### src/rtl/vpu_dst_port_if.sv
// rtl/vpu_dst_port_if.sv - handshake and SRAM write bundle for the VPU destination port
//
// Groups everything between the controller/ALU, the destination port and the
// SRAM write port. The slave modport is the destination port's view. The master
// modport is the view of whatever drives it (controller, ALU, SRAM).
//   start_i/base_addr_i/len_i          : transfer launch from the controller
//   result_i/result_valid_i/result_ready_o : ALU result stream
//   sram_w_en_o/addr/data, sram_w_ready_i  : SRAM write request
//   busy_o/done_o                       : status back to the controller
interface vpu_dst_port_if #(
    parameter int OPERAND_WIDTH = 16,
    parameter int ADDR_WIDTH    = 10
);
    logic                     start_i;
    logic [ADDR_WIDTH-1:0]    base_addr_i;
    logic [ADDR_WIDTH:0]      len_i;
    logic [OPERAND_WIDTH-1:0] result_i;
    logic                     result_valid_i;
    logic                     result_ready_o;
    logic                     sram_w_en_o;
    logic [ADDR_WIDTH-1:0]    sram_w_addr_o;
    logic [OPERAND_WIDTH-1:0] sram_w_data_o;
    logic                     sram_w_ready_i;
    logic                     busy_o;
    logic                     done_o;

    modport slave (
        input  start_i, base_addr_i, len_i, result_i, result_valid_i, sram_w_ready_i,
        output result_ready_o, sram_w_en_o, sram_w_addr_o, sram_w_data_o, busy_o, done_o
    );

    modport master (
        output start_i, base_addr_i, len_i, result_i, result_valid_i, sram_w_ready_i,
        input  result_ready_o, sram_w_en_o, sram_w_addr_o, sram_w_data_o, busy_o, done_o
    );
endinterface

### src/rtl/vpu_dst_port.sv
// rtl/vpu_dst_port.sv - VPU destination port: buffers ALU results and writes them to SRAM
//
// Ports:
//   clk   : clock
//   rst_n : asynchronous active-low reset
//   bus   : vpu_dst_port_if.slave (start/base/len, result stream, SRAM write, busy/done)
//
// A start in IDLE latches base and length. Accepted results go through a small
// FIFO and are written to base, base+1, ... (wrapping in the address space).
// done_o pulses for one cycle after the last write commits.
module vpu_dst_port #(
    parameter int OPERAND_WIDTH = 16,
    parameter int ADDR_WIDTH    = 10,
    parameter int FIFO_DEPTH    = 4
) (
    input  logic           clk,
    input  logic           rst_n,
    vpu_dst_port_if.slave  bus
);
    localparam int PW = $clog2(FIFO_DEPTH);

    localparam logic [1:0] S_IDLE = 2'd0;
    localparam logic [1:0] S_RUN  = 2'd1;
    localparam logic [1:0] S_DONE = 2'd2;

    logic [1:0]               state;
    logic [ADDR_WIDTH-1:0]    base_q;
    logic [ADDR_WIDTH:0]      len_q;
    logic [ADDR_WIDTH:0]      acc_cnt;
    logic [ADDR_WIDTH:0]      wr_cnt;
    logic [ADDR_WIDTH:0]      wr_next;

    logic [OPERAND_WIDTH-1:0] mem [FIFO_DEPTH];
    // Pointers carry one extra wrap bit so full and empty are distinguishable.
    logic [PW:0]              wptr;
    logic [PW:0]              rptr;
    logic                     empty;
    logic                     full;

    logic                     run;
    logic                     ready;
    logic                     en;
    logic                     push;
    logic                     pop;
    logic                     last_write;
    logic [OPERAND_WIDTH-1:0] head;
    logic [ADDR_WIDTH-1:0]    cur_addr;
    logic [OPERAND_WIDTH-1:0] last_data;
    logic [ADDR_WIDTH-1:0]    last_addr;

    assign empty = (wptr == rptr);
    assign full  = (wptr[PW] != rptr[PW]) && (wptr[PW-1:0] == rptr[PW-1:0]);

    assign run   = (state == S_RUN);
    // Built from registered state only, so there is no path from valid or sram ready.
    assign ready = run && !full && (acc_cnt < len_q);
    assign en    = run && !empty;
    assign push  = bus.result_valid_i && ready;
    assign pop   = en && bus.sram_w_ready_i;

    assign head       = mem[rptr[PW-1:0]];
    assign cur_addr   = base_q + wr_cnt[ADDR_WIDTH-1:0];
    assign wr_next    = wr_cnt + {{ADDR_WIDTH{1'b0}}, 1'b1};
    assign last_write = pop && (wr_next == len_q);

    assign bus.result_ready_o = ready;
    assign bus.sram_w_en_o    = en;
    // While idle or stalled on an empty FIFO, address and data show the last presented request.
    assign bus.sram_w_addr_o  = en ? cur_addr : last_addr;
    assign bus.sram_w_data_o  = en ? head : last_data;
    assign bus.busy_o         = (state != S_IDLE);
    assign bus.done_o         = (state == S_DONE);

    always_ff @(posedge clk or negedge rst_n) begin
        if (!rst_n) begin
            state     <= S_IDLE;
            base_q    <= '0;
            len_q     <= '0;
            acc_cnt   <= '0;
            wr_cnt    <= '0;
            wptr      <= '0;
            rptr      <= '0;
            last_addr <= '0;
            last_data <= '0;
        end else begin
            case (state)
                S_IDLE: begin
                    if (bus.start_i) begin
                        if (bus.len_i != '0) begin
                            base_q  <= bus.base_addr_i;
                            len_q   <= bus.len_i;
                            acc_cnt <= '0;
                            wr_cnt  <= '0;
                            wptr    <= '0;
                            rptr    <= '0;
                            state   <= S_RUN;
                        end else begin
                            state   <= S_DONE;
                        end
                    end
                end
                S_RUN: begin
                    if (push) begin
                        wptr    <= wptr + {{PW{1'b0}}, 1'b1};
                        acc_cnt <= acc_cnt + {{ADDR_WIDTH{1'b0}}, 1'b1};
                    end
                    if (pop) begin
                        rptr   <= rptr + {{PW{1'b0}}, 1'b1};
                        wr_cnt <= wr_next;
                    end
                    if (last_write) begin
                        state <= S_DONE;
                    end
                end
                S_DONE: begin
                    state <= S_IDLE;
                end
                default: begin
                    state <= S_IDLE;
                end
            endcase

            if (en) begin
                last_addr <= cur_addr;
                last_data <= head;
            end
        end
    end

    // Storage needs no reset: entries are only read once the pointers say they are valid.
    always_ff @(posedge clk) begin
        if (push) begin
            mem[wptr[PW-1:0]] <= bus.result_i;
        end
    end
endmodule
### src/flat_wrapper.sv
// flat-port wrapper written by rule: the top's interface ports become plain ports
module vpu_dst_port_flat 
#(
    parameter int OPERAND_WIDTH = 16,
    parameter int ADDR_WIDTH    = 10,
    parameter int FIFO_DEPTH    = 4
)
  (clk, rst_n, bus_start_i, bus_base_addr_i, bus_len_i, bus_result_i, bus_result_valid_i, bus_sram_w_ready_i, bus_result_ready_o, bus_sram_w_en_o, bus_sram_w_addr_o, bus_sram_w_data_o, bus_busy_o, bus_done_o);
  vpu_dst_port_if #(.OPERAND_WIDTH(OPERAND_WIDTH), .ADDR_WIDTH(ADDR_WIDTH)) bus_i ();
  input  logic clk;
  input  logic rst_n;
  input wire logic [$bits(bus_i.start_i)-1:0] bus_start_i;
  input wire logic [$bits(bus_i.base_addr_i)-1:0] bus_base_addr_i;
  input wire logic [$bits(bus_i.len_i)-1:0] bus_len_i;
  input wire logic [$bits(bus_i.result_i)-1:0] bus_result_i;
  input wire logic [$bits(bus_i.result_valid_i)-1:0] bus_result_valid_i;
  input wire logic [$bits(bus_i.sram_w_ready_i)-1:0] bus_sram_w_ready_i;
  output wire logic [$bits(bus_i.result_ready_o)-1:0] bus_result_ready_o;
  output wire logic [$bits(bus_i.sram_w_en_o)-1:0] bus_sram_w_en_o;
  output wire logic [$bits(bus_i.sram_w_addr_o)-1:0] bus_sram_w_addr_o;
  output wire logic [$bits(bus_i.sram_w_data_o)-1:0] bus_sram_w_data_o;
  output wire logic [$bits(bus_i.busy_o)-1:0] bus_busy_o;
  output wire logic [$bits(bus_i.done_o)-1:0] bus_done_o;
  assign bus_i.start_i = bus_start_i;
  assign bus_i.base_addr_i = bus_base_addr_i;
  assign bus_i.len_i = bus_len_i;
  assign bus_i.result_i = bus_result_i;
  assign bus_i.result_valid_i = bus_result_valid_i;
  assign bus_i.sram_w_ready_i = bus_sram_w_ready_i;
  assign bus_result_ready_o = bus_i.result_ready_o;
  assign bus_sram_w_en_o = bus_i.sram_w_en_o;
  assign bus_sram_w_addr_o = bus_i.sram_w_addr_o;
  assign bus_sram_w_data_o = bus_i.sram_w_data_o;
  assign bus_busy_o = bus_i.busy_o;
  assign bus_done_o = bus_i.done_o;
  vpu_dst_port #(.OPERAND_WIDTH(OPERAND_WIDTH), .ADDR_WIDTH(ADDR_WIDTH), .FIFO_DEPTH(FIFO_DEPTH)) u_core (.clk(clk), .rst_n(rst_n), .bus(bus_i));
endmodule
### config.mk
export PLATFORM = sky130hd
export DESIGN_NAME = vpu_dst_port_flat
export DESIGN_NICKNAME = d
export VERILOG_FILES = /design/src/rtl/vpu_dst_port_if.sv /design/src/rtl/vpu_dst_port.sv /design/src/flat_wrapper.sv
export SDC_FILE = /design/constraint.sdc
export NUM_CORES = 1
export LEC_CHECK = 0
export ABC_AREA = 0
export CAP_MARGIN = 0
export CORE_ASPECT_RATIO = 2
export CORE_MARGIN = 4
export CORE_UTILIZATION = 40
export CTS_CLUSTER_DIAMETER = 30
export CTS_CLUSTER_SIZE = 14
export DETAILED_ROUTE_END_ITERATION = 7
export PLACE_DENSITY = 0.62
export SYNTH_ARGS = -nofsm -noshare
export SYNTH_HDL_FRONTEND = slang
export SYNTH_SLANG_ARGS = --single-unit
export TNS_END_PERCENT = 20
### constraint.sdc
create_clock -name clk -period 6.5 [get_ports clk]
set_input_delay 0.975 -clock clk [delete_from_list [all_inputs] [get_ports clk]]
set_output_delay 0.975 -clock clk [all_outputs]
set_load 0.005 [all_outputs]
==> impl_metrics.toml <==
[status]
status = "complete, no violations"

[finish]
final_cell_mix = "133 x nand2_1, 77 x dfrtp_1, 70 x clkdlybuf4s50_1, 64 x edfxtp_1, 40 x o21ai_0"
layout_commonest_cell = "nand2_1"
antenna_cells = 0
drive_above_1_share = 0.0970
fin_nets = 716
area.growth.synth_to_final_pct = 22.4
final_area_um2 = 8190

[die]
rows = 66
core-area_um2 = 16400
die-area_um2 = 19000
initial_utilization = 0.409
io_pins = 72
die_x_um = 99.5
die_y_um = 191

[timing]
worst_pin_slew_ns = 1.00
fin_worst_skew_ns = 0.00995
fin_setup_tns_ns = 0
fmax_mhz = 221
finalSetupViolCount = 0
grt_setup_unrepaired = "false"
drv_slew = 0
postLayoutSetupSlackWorst_ns = 1.98
timing.final.crit_share = 0.695
slew_headroom = 0.331
hold_viol_final = 0
period_needed_ns = 4.52

[place]
place.gp.congestion = 0.830
numPortBuffers = 71
place_ws_ns = 2.36
placed_area_um2 = 7620
dp_hpwl_mm = 10.6

[drt]
viasPerCell = 5.40
antenna_left = 0
drtPass1Iterations = 5
vias = 4669
drtIter0Drc = 195
post_drt_wl_per_cell_um = 17.5
drcViolationCount = 0
wl_mm = 15.1

[power]
p_sw_frac = 0.368
total_power_mw = 3.94
pwr-share-clk = 0.237
switchingPower_mw = 1.45
p_int_mw = 2.49
leakagePower_nw = 3.33
power_frac_comb = 0.420
ir_worst_vdd_v = 0.000281
pwr_density_cell_nw_per_um2 = 481
sequentialPowerShare = 0.343

[critical_path]
crit_fanout = 34
crit_required_ns = 5.52
crit_type = "register to primary output"
arrival_ns = 3.55
cp-end-kind = "primary output"
cp-start-kind = "register"

[clock_network]
clock_sinks = 141
clock_latency_ns = 0.42
postCtsHoldBufs = 0
cts_inserted_buffers = 17
htreeDepth = 4
cts_resized = 0
tritoncts = "built"
cts-root-buf = "clkbuf_16"
postCtsSetupBuffers = 0
cts_buffer_depth = 2
clkTransAtPathRegs_ns = 0.06

[synth]
yosys-top-cells-area = "dfrtp_1 29%, edfxtp_1 29%, nand2_1 7.5%"
syn_inst = 575
synth_top_area_cell = "dfrtp_1"
avgSynthCellArea_um2 = 11.6
synth.distinct_cells = 59
synth_edf_count = 64
netlist_area_um2 = 6690
synth-async-reset-ratio = 0.546
yosys.area.top_type_share = 0.288
synth_seq_cells = 141
syn-num-nets = 644
ys_seq_area_frac = 0.575
yosysWarnings = 0
synth_ff_type = "dfrtp_1"

[grt]
grt_first_pass_wirelength_mm = 25.0
grt_usage = 0.170
grt_pass1_vias = 4970
grt_max_degree = 78
grt-ovfl-total = 0
antenna_found_initial = 0

[worst_hold_path]
hp-class = "register to register"

[job]
maxCapViolCount = 0
==> registers in the layout, indices dropped and copies added, names as in the netlist <==
name and count:
u_core.mem 64, u_core.len_q 11, u_core.wptr 3, u_core.rptr 3
u_core.last_addr 10, u_core.base_q 10, u_core.last_data 16, u_core.acc_cnt 11
u_core.wr_cnt 11, u_core.state 2
==> metrics by stage <==
stage | instances | hold slack (ns) | util
after floorplan | 575 | 0.450 | -
after global placement | 832 | 0.463 | 0.466
after detailed placement | 832 | 0.461 | 0.466
after CTS | 864 | 0.478 | 0.501
after global routing | 864 | 0.511 | 0.501
final | 864 | 0.472 | 0.501
==> path summary, 6_finish.rpt <==
check,start,end,slack (ns),depth (start not counted)
worst max-delay path,u_core.rptr[1],bus_sram_w_addr_o[7],1.98,7
worst min-delay path,u_core.last_data[9],u_core.last_data[9],0.47,2
worst max register to register,u_core.rptr[1],u_core.mem[2][4],3.21,5
worst min register to register,u_core.last_data[9],u_core.last_data[9],0.47,2
max in group asynchronous,rst_n,u_core.acc_cnt[5],5.13,1
min in group asynchronous,rst_n,u_core.last_addr[9],0.71,1
==> kinds of logic after synthesis <==
group	after synthesis	synth area share
AOI/OAI and AO/OA	104	0.103
xor gates and xnor gates	23	0.0301
buffers and inverters	43	0.0260
and+or+nand+nor	207	0.139
muxes	30	0.0750
DFF	141	0.575
adders and majority gates	27	0.0516
==> critical path: stages (launching register included) <==
cell             delay (ns)
dfrtp_1                0.93
xor2_1                 0.29
o31ai_4                0.30
buf_4                  0.36
inv_2                  0.28
o2111a_1               0.23
a221o_1                0.27
clkdlybuf4s50_1        0.45
==> area by class of cell <==
cell class                      count  area [µm²]
Sequential cell                   141        3850
Fill cell                        1491        8160
Inverter                           21        78.8
Clock inverter                     15         145
Multi-Input combinational cell    391        2700
Timing Repair Buffer               75         738
Clock buffer                       17         425
Tap cell                          204         255
==> power by group through the flow <==
| stage | registers, mW | clock network, mW | logic, mW |
|---|---|---|---|
| finish | 1.35 | 0.934 | 1.65 |
| floorplan | 1.31 | 0 | 0.979 |
| CTS | 1.36 | 0.949 | 1.70 |
| global placement | 1.36 | 0 | 1.65 |
| global route | 1.38 | 0.991 | 1.87 |
| detailed placement | 1.37 | 0 | 1.69 |
==> per-layer routing <==
metal,up-vias,part of all wire,track usage
met5,-,0,0
met4,0,0.023,0.0721
met3,24,0.037,0.0325
met2,108,0.56,0.319
met1,2318,0.38,0.182
li1,2219,-,-
==> cell usage after synthesis, types with 3 or more instances <==
cell,count
and3_1,4
mux2i_1,13
mux4_2,16
nor2b_1,3
a21oi_1,8
o31ai_1,5
clkbuf_1,11
edfxtp_1,64
o211ai_1,6
nand2b_1,10
a31oi_1,7
ha_1,26
nor2_1,15
a21o_1,4
buf_2,7
and2_1,7
dfrtp_1,77
nand3_1,15
xor2_1,11
a211oi_1,11
xnor2_1,12
nor4_1,3
o21ai_0,40
nor3_1,4
buf_1,3
inv_1,20
nand2_1,133
(Power assumes the default switching activity.)
